**src/rtl/serial_seq_gen_pkg.sv**
```systemverilog
// Shared types and helpers for the serial pattern transmitter.
//   state_e  : FSM state encoding
//   len_norm : maps a requested length of 0 or >w onto w
package serial_seq_gen_pkg;

  typedef enum logic [1:0] {
    ST_IDLE = 2'd0,
    ST_SEND = 2'd1,
    ST_GAP  = 2'd2
  } state_e;

  // Out-of-range lengths fall back to the full pattern width.
  function automatic int unsigned len_norm(input int unsigned len, input int unsigned w);
    return ((len == 0) || (len > w)) ? w : len;
  endfunction

endpackage

```
**src/rtl/serial_seq_gen_if.sv**
```systemverilog
// Load port of the serial pattern transmitter.
//   load_valid : load request (master -> slave)
//   load_ready : slave can accept this cycle (slave -> master)
//   load_pat   : pattern bits, MSB of the used field sent first
//   load_len   : pattern length, 1..W (0 or >W means W)
//   load_rep   : extra repetitions (0 = send once)
interface serial_seq_gen_if #(
  parameter int unsigned W  = 8,
  parameter int unsigned RW = 4
);
  import serial_seq_gen_pkg::*;

  localparam int unsigned LW = $clog2(W) + 1;

  logic          load_valid;
  logic          load_ready;
  logic [W-1:0]  load_pat;
  logic [LW-1:0] load_len;
  logic [RW-1:0] load_rep;

  modport master (
    output load_valid,
    output load_pat,
    output load_len,
    output load_rep,
    input  load_ready
  );

  modport slave (
    input  load_valid,
    input  load_pat,
    input  load_len,
    input  load_rep,
    output load_ready
  );

endinterface

```
**src/rtl/serial_seq_gen_counter.sv**
```systemverilog
// Loadable down-counter that saturates at zero, with a terminal-count flag.
//   clk, reset_n : clock, async active-low reset
//   load         : load load_val (has priority over dec)
//   dec          : decrement by one, holding at zero
//   cnt          : current count (registered)
//   tc_c         : cnt == 0 (combinational)
module seq_down_counter
  import serial_seq_gen_pkg::*;
#(
  parameter int unsigned CW = 4
) (
  input  logic          clk,
  input  logic          reset_n,
  input  logic          load,
  input  logic          dec,
  input  logic [CW-1:0] load_val,
  output logic [CW-1:0] cnt,
  output logic          tc_c
);

  // Count register; never wraps below zero.
  always_ff @(posedge clk or negedge reset_n) begin
    if (!reset_n) begin
      cnt <= '0;
    end else if (load) begin
      cnt <= load_val;
    end else if (dec && (cnt != '0)) begin
      cnt <= cnt - CW'(1);
    end
  end

  assign tc_c = (cnt == '0);

endmodule

```
**src/rtl/serial_seq_gen.sv**
```systemverilog
// Serial bit-pattern transmitter: latches a pattern from the load port and
// shifts it out MSB-first on x, optionally repeating with GAP idle cycles between.
//   clk, reset_n : clock, async active-low reset
//   load_if      : load port (valid/ready, pattern, length, repeat count)
//   abort        : synchronous abort of any send in progress
//   x, x_valid   : serial data and its qualifier (registered)
//   busy         : sending or in an inter-repetition gap (registered)
//   done         : one-cycle pulse after the final bit (registered)
module serial_seq_gen
  import serial_seq_gen_pkg::*;
#(
  parameter int unsigned W   = 8,
  parameter int unsigned RW  = 4,
  parameter int unsigned GAP = 2
) (
  input  logic              clk,
  input  logic              reset_n,
  serial_seq_gen_if.slave   load_if,
  input  logic              abort,
  output logic              x,
  output logic              x_valid,
  output logic              busy,
  output logic              done
);

  localparam int unsigned LW = $clog2(W) + 1;
  localparam int unsigned GW = (GAP > 1) ? $clog2(GAP) : 1;
  localparam logic [GW-1:0] GAP_LOAD = (GAP > 0) ? GW'(GAP - 1) : '0;

  state_e        state_q, state_d;
  logic [W-1:0]  pat_q;
  logic [LW-1:0] len_q;
  logic [RW-1:0] rep_q;

  logic          accept_c;
  logic [LW-1:0] len_in;

  logic          idx_load, idx_dec, idx_tc;
  logic [LW-1:0] idx_load_val, idx_cnt;
  logic          gap_load, gap_dec, gap_tc;
  logic [GW-1:0] unused_gap_cnt;

  logic          rep_dec;
  logic          x_d, xv_d, done_d;
  logic [W-1:0]  sel_pat, sel_bits;
  logic [LW-1:0] sel_idx;

  assign load_if.load_ready = (state_q == ST_IDLE) && !abort;
  assign accept_c           = load_if.load_valid && load_if.load_ready;
  assign len_in             = LW'(len_norm(32'(load_if.load_len), W));

  // Index of the bit currently on x.
  seq_down_counter #(.CW(LW)) u_idx_cnt (
    .clk      (clk),
    .reset_n  (reset_n),
    .load     (idx_load),
    .dec      (idx_dec),
    .load_val (idx_load_val),
    .cnt      (idx_cnt),
    .tc_c     (idx_tc)
  );

  // Remaining idle cycles in the current gap.
  seq_down_counter #(.CW(GW)) u_gap_cnt (
    .clk      (clk),
    .reset_n  (reset_n),
    .load     (gap_load),
    .dec      (gap_dec),
    .load_val (GAP_LOAD),
    .cnt      (unused_gap_cnt),
    .tc_c     (gap_tc)
  );

  // Next state and next-cycle output values; x is chosen from the bit that
  // will be current after the edge so that it can be registered.
  always_comb begin
    state_d      = state_q;
    idx_load     = 1'b0;
    idx_dec      = 1'b0;
    idx_load_val = len_q - LW'(1);
    gap_load     = 1'b0;
    gap_dec      = 1'b0;
    rep_dec      = 1'b0;
    xv_d         = 1'b0;
    done_d       = 1'b0;
    sel_pat      = pat_q;
    sel_idx      = idx_cnt;

    case (state_q)
      ST_IDLE: begin
        if (accept_c) begin
          state_d      = ST_SEND;
          idx_load     = 1'b1;
          idx_load_val = len_in - LW'(1);
          sel_pat      = load_if.load_pat;
          sel_idx      = len_in - LW'(1);
          xv_d         = 1'b1;
        end
      end
      ST_SEND: begin
        if (abort) begin
          state_d = ST_IDLE;
        end else if (!idx_tc) begin
          idx_dec = 1'b1;
          sel_idx = idx_cnt - LW'(1);
          xv_d    = 1'b1;
        end else if (rep_q != '0) begin
          rep_dec = 1'b1;
          if (GAP > 0) begin
            state_d  = ST_GAP;
            gap_load = 1'b1;
          end else begin
            idx_load = 1'b1;
            sel_idx  = len_q - LW'(1);
            xv_d     = 1'b1;
          end
        end else begin
          state_d = ST_IDLE;
          done_d  = 1'b1;
        end
      end
      ST_GAP: begin
        if (abort) begin
          state_d = ST_IDLE;
        end else if (gap_tc) begin
          state_d  = ST_SEND;
          idx_load = 1'b1;
          sel_idx  = len_q - LW'(1);
          xv_d     = 1'b1;
        end else begin
          gap_dec = 1'b1;
        end
      end
      default: state_d = ST_IDLE;
    endcase

    sel_bits = sel_pat >> sel_idx;
    x_d      = xv_d & sel_bits[0];
  end

  // State, latched load fields and registered outputs.
  always_ff @(posedge clk or negedge reset_n) begin
    if (!reset_n) begin
      state_q <= ST_IDLE;
      pat_q   <= '0;
      len_q   <= '0;
      rep_q   <= '0;
      x       <= 1'b0;
      x_valid <= 1'b0;
      busy    <= 1'b0;
      done    <= 1'b0;
    end else begin
      state_q <= state_d;
      if (accept_c) begin
        pat_q <= load_if.load_pat;
        len_q <= len_in;
        rep_q <= load_if.load_rep;
      end else if (rep_dec) begin
        rep_q <= rep_q - RW'(1);
      end
      x       <= x_d;
      x_valid <= xv_d;
      busy    <= (state_d != ST_IDLE);
      done    <= done_d;
    end
  end

endmodule

```
**src/flat_wrapper.sv**
```systemverilog
// flat-port wrapper written by rule: the top's interface ports become plain ports
module serial_seq_gen_flat import serial_seq_gen_pkg::*;
#(
  parameter int unsigned W   = 8,
  parameter int unsigned RW  = 4,
  parameter int unsigned GAP = 2
)
  (clk, reset_n, abort, x, x_valid, busy, done, load_if_load_valid, load_if_load_pat, load_if_load_len, load_if_load_rep, load_if_load_ready);
  serial_seq_gen_if #(.W(W), .RW(RW)) load_if_i ();
  input  logic clk;
  input  logic reset_n;
  input  logic abort;
  output logic x;
  output logic x_valid;
  output logic busy;
  output logic done;
  input wire logic [$bits(load_if_i.load_valid)-1:0] load_if_load_valid;
  input wire logic [$bits(load_if_i.load_pat)-1:0] load_if_load_pat;
  input wire logic [$bits(load_if_i.load_len)-1:0] load_if_load_len;
  input wire logic [$bits(load_if_i.load_rep)-1:0] load_if_load_rep;
  output wire logic [$bits(load_if_i.load_ready)-1:0] load_if_load_ready;
  assign load_if_i.load_valid = load_if_load_valid;
  assign load_if_i.load_pat = load_if_load_pat;
  assign load_if_i.load_len = load_if_load_len;
  assign load_if_i.load_rep = load_if_load_rep;
  assign load_if_load_ready = load_if_i.load_ready;
  serial_seq_gen #(.W(W), .RW(RW), .GAP(GAP)) u_core (.clk(clk), .reset_n(reset_n), .load_if(load_if_i), .abort(abort), .x(x), .x_valid(x_valid), .busy(busy), .done(done));
endmodule
```
**config.mk**
```make
export PLATFORM = sky130hd
export DESIGN_NAME = serial_seq_gen_flat
export DESIGN_NICKNAME = d
export VERILOG_FILES = /design/src/rtl/serial_seq_gen_pkg.sv /design/src/rtl/serial_seq_gen_if.sv /design/src/rtl/serial_seq_gen_counter.sv /design/src/rtl/serial_seq_gen.sv /design/src/flat_wrapper.sv
export SDC_FILE = /design/constraint.sdc
export NUM_CORES = 1
export LEC_CHECK = 0
export ABC_AREA = 1
export BUFFER_PORTS_ARGS = -buffer_cell sky130_fd_sc_hd__buf_2
export CAP_MARGIN = 30
export CORE_MARGIN = 5
export CORE_UTILIZATION = 57
export DETAILED_ROUTE_END_ITERATION = 10
export MAX_ROUTING_LAYER = met4
export PLACE_DENSITY = 0.79
export SLEW_MARGIN = 20
export SYNTH_ARGS = -nofsm -noshare
export SYNTH_HDL_FRONTEND = slang
export SYNTH_HIERARCHICAL = 1
export SYNTH_SLANG_ARGS = --single-unit
```
**constraint.sdc**
```tcl
create_clock -name clk -period 2.3 [get_ports clk]
set_clock_uncertainty 0.05 [all_clocks]
set_input_delay 0.115 -clock clk [delete_from_list [all_inputs] [get_ports clk]]
set_output_delay 0.115 -clock clk [all_outputs]
set_load 0.005 [all_outputs]
```
==> results_dict.tcl <==
set metrics [dict create \
    synth_simple_gate_area_share 0.375 \
    cp-start-kind "register" \
    holdWs_ps 47.2 \
    vias 1730 \
    net-switching-power_w 0.000994 \
    min_path_type "in -> reg" \
    gr-total-overflow 0 \
    num_rows 20 \
    core_um2 3050 \
    fill_cells 270 \
    post-place-ws_ps 246 \
    pwr-share-seq 0.361 \
    drt-total-wl_mm 3.94 \
    dieHeight_um 66.5 \
    critPathKind "reg -> reg" \
    synthAdderAreaFrac 0.0275 \
    leakage_nw 1.12 \
    cts_max_level 1 \
    drc 0 \
    clockBufferDepth 2 \
    yosysTopAreaCellShare 0.372 \
    dieArea_um2 4420 \
    ant_nets 0 \
    r2r_cells 15 \
    cts_root_buffer "clkbuf_4" \
    io_pins 25 \
    combPwrFrac 0.541 \
    gp_congestion 0.883 \
    finalNonFillerCells 345 \
    hold_viol 0 \
    worst_pin_slew_ps 623 \
    start_util 0.595 \
    hold_path_depth 3 \
    synth_cell_type_count 36 \
    min-delay-start "load_if_load_len[2]" \
    drv_slew 0 \
    ir_drop_v 0.000567 \
    synth_xor_area_frac 0.00964 \
    min_to "u_core/len_q[2]$_DFFE_PN0N_" \
    synth_compound_area_frac 0.101 \
    power.total_w 0.00215 \
    r2r_start "u_core/u_idx_cnt/cnt[0]$_DFFE_PN0P_" \
    dp_hpwl_mm 2.96 \
    synth_area_um2 1820 \
    cellPowerDensity_nw_per_um2 1020 \
    drt-wirelength-per-cell_um 11.4 \
    fmax_mhz 474 \
    syn_avg_cell_area_um2 6.88 \
    cts_tree "done" \
    status "complete, no violations" \
    path_clk_slew_ps 150 \
    timing.final.crit_share 0.917 \
    switching_share 0.462 \
    dieWidth_um 66.5 \
    slew_headroom 0.582 \
    p_int_w 0.00116 \
    yosys_warnings 6 \
    grt_pass1_wl_mm 6.91 \
    grt_max_degree 28 \
    ys_top_cells_by_area "dfrtp_1, nand2_1, inv_1" \
    setup_viol 0 \
    fin_nets 326 \
    syn_inst 264 \
    final_cell_mix "nand2_1, inv_1, dfrtp_1, buf_2, nand3_1" \
    cts_buffers 3 \
    rsz0062_at_grt "no" \
    grt_pass1_vias 1638 \
    port_buffers 24 \
    grt_usage 0.208 \
    drtIter0Drc 120 \
    ys_seq_elements 27 \
    cts.sinks 27 \
    end_kind "register" \
    syn-num-nets 288 \
    yosys.area.top_type "dfrtp_1" \
    first_pass_iters 4 \
    final_common_cell "nand2_1" \
    num_antenna_cells 0 \
    syn2layout_area_growth_pct 16.4 \
    antenna_found_initial 0 \
    cp.arrival_ps 2340 \
    viasPerCell 5.01 \
    seq_area_frac_synth 0.372 \
    setup_tns_ps 0 \
    crit_fanout 5 \
    synth_top_family_by_area "simple AND/OR/NAND/NOR gates" \
    drive_gt1_frac 0.189 \
    drv_cap 0 \
    p_clk_frac 0.098 \
    fin_crit_ps 2110 \
    dpl.cell_count 330 \
    synthMuxAreaShare 0 \
    worst_r2r_endpoint "u_core/x$_DFF_PN0_" \
    layout_setup_ws_ps 191 \
    clk_latency_ps 330 \
    cts-resized-gates 0 \
    reg2reg_slack_ps 190 \
    worstPathRequired_ps 2530 \
]
kinds of logic after synthesis:
logic type | after synthesis
buffers and inverters | 50
XOR/XNOR | 2
AO/OA/AOI/OAI | 32
other | 1
AND/OR/NAND/NOR | 148
flip-flops | 27
adder cells (fa/ha/maj) | 4
cell type report:
cell class | count | area (µm²) | share of cell area
Multi-Input combinational cell | 187 | 936 | 0.443
Sequential cell | 27 | 676 | 0.320
Timing Repair Buffer | 37 | 245 | 0.116
Inverter | 46 | 173 | 0.0817
Tap cell | 44 | 55.1 | 0.0260
Clock buffer | 3 | 22.5 | 0.0107
Clock inverter | 1 | 7.51 | 0.00355
Yosys cell counts, drive strengths merged:
cell	n
or2	7
o31ai	1
conb	1
xor2	1
nand3	23
ha	4
a21oi	7
o21ai	19
o311ai	1
nor4	1
nand3b	3
o22ai	1
a31oi	2
dfrtp	27
inv	45
nor3	4
nand2	87
nor2	22
nand4	1
a21boi	1
clkinv	1
xnor2	1
buf	4
power by group through the flow:
stage / logic (W) / clock network (W) / registers [W]
after floorplan: 0.000906 / 0 / 0.000759
after global placement: 0.00110 / 0 / 0.000781
after detailed placement: 0.00114 / 0 / 0.000787
after global routing: 0.00135 / 0.000238 / 0.000804
after CTS: 0.00116 / 0.000218 / 0.000775
final: 0.00116 / 0.000211 / 0.000778
timing repair:
action / 4_1_cts / 5_1_grt
endpoints found under the hold margin: 37 / 0
hold buffers: 11 / 0
buffers inserted: 0 / 0
worst max path at each step:
stage                                                   start                  to  depth (start not counted)
after floorplan           u_core/u_idx_cnt/cnt[0]$_DFFE_PN0P_  u_core/x$_DFF_PN0_                         15
after global placement    u_core/u_idx_cnt/cnt[0]$_DFFE_PN0P_  u_core/x$_DFF_PN0_                         15
after detailed placement  u_core/u_idx_cnt/cnt[0]$_DFFE_PN0P_  u_core/x$_DFF_PN0_                         15
after CTS                 u_core/u_idx_cnt/cnt[0]$_DFFE_PN0P_  u_core/x$_DFF_PN0_                         15
after global routing      u_core/u_idx_cnt/cnt[0]$_DFFE_PN0P_  u_core/x$_DFF_PN0_                         15
final                     u_core/u_idx_cnt/cnt[0]$_DFFE_PN0P_  u_core/x$_DFF_PN0_                         15
worst max-delay path, cell delays in order (launching register included):
cell,delay (ps)
dfrtp_1,440
inv_1,90
ha_1,240
nand2_2,110
inv_1,60
nor2_1,170
nand2_1,110
a21oi_1,170
nor2_1,60
nand2_1,110
nand2_1,100
nand3_1,90
nand2_1,60
nand2_1,50
nand2_1,40
nor2_1,100
registers in the layout (all words and copies together), names as in the netlist, 2 cells and up:
| register | cells |
|---|---|
| u_core/u_idx_cnt/cnt | 4 |
| u_core/state_q | 2 |
| u_core/len_q | 4 |
| u_core/rep_q | 4 |
| u_core/pat_q | 8 |
stage by stage:
stage                     cell area [µm²]  utilization
final                                2110        0.693
after global routing                 2110        0.693
after CTS                            2110        0.693
after detailed placement             1970        0.647
after global placement               1970        0.647
after floorplan                      1820            -
per-layer routing:
| metal | GRT usage | routed length [µm] |
|---|---|---|
| met3 | 0.0472 | 245 |
| met4 | 0.0584 | 61 |
| met2 | 0.351 | 1870 |
| met5 | - | 0 |
| met1 | 0.250 | 1760 |
Note: power is estimated with default switching activity, not from simulation.
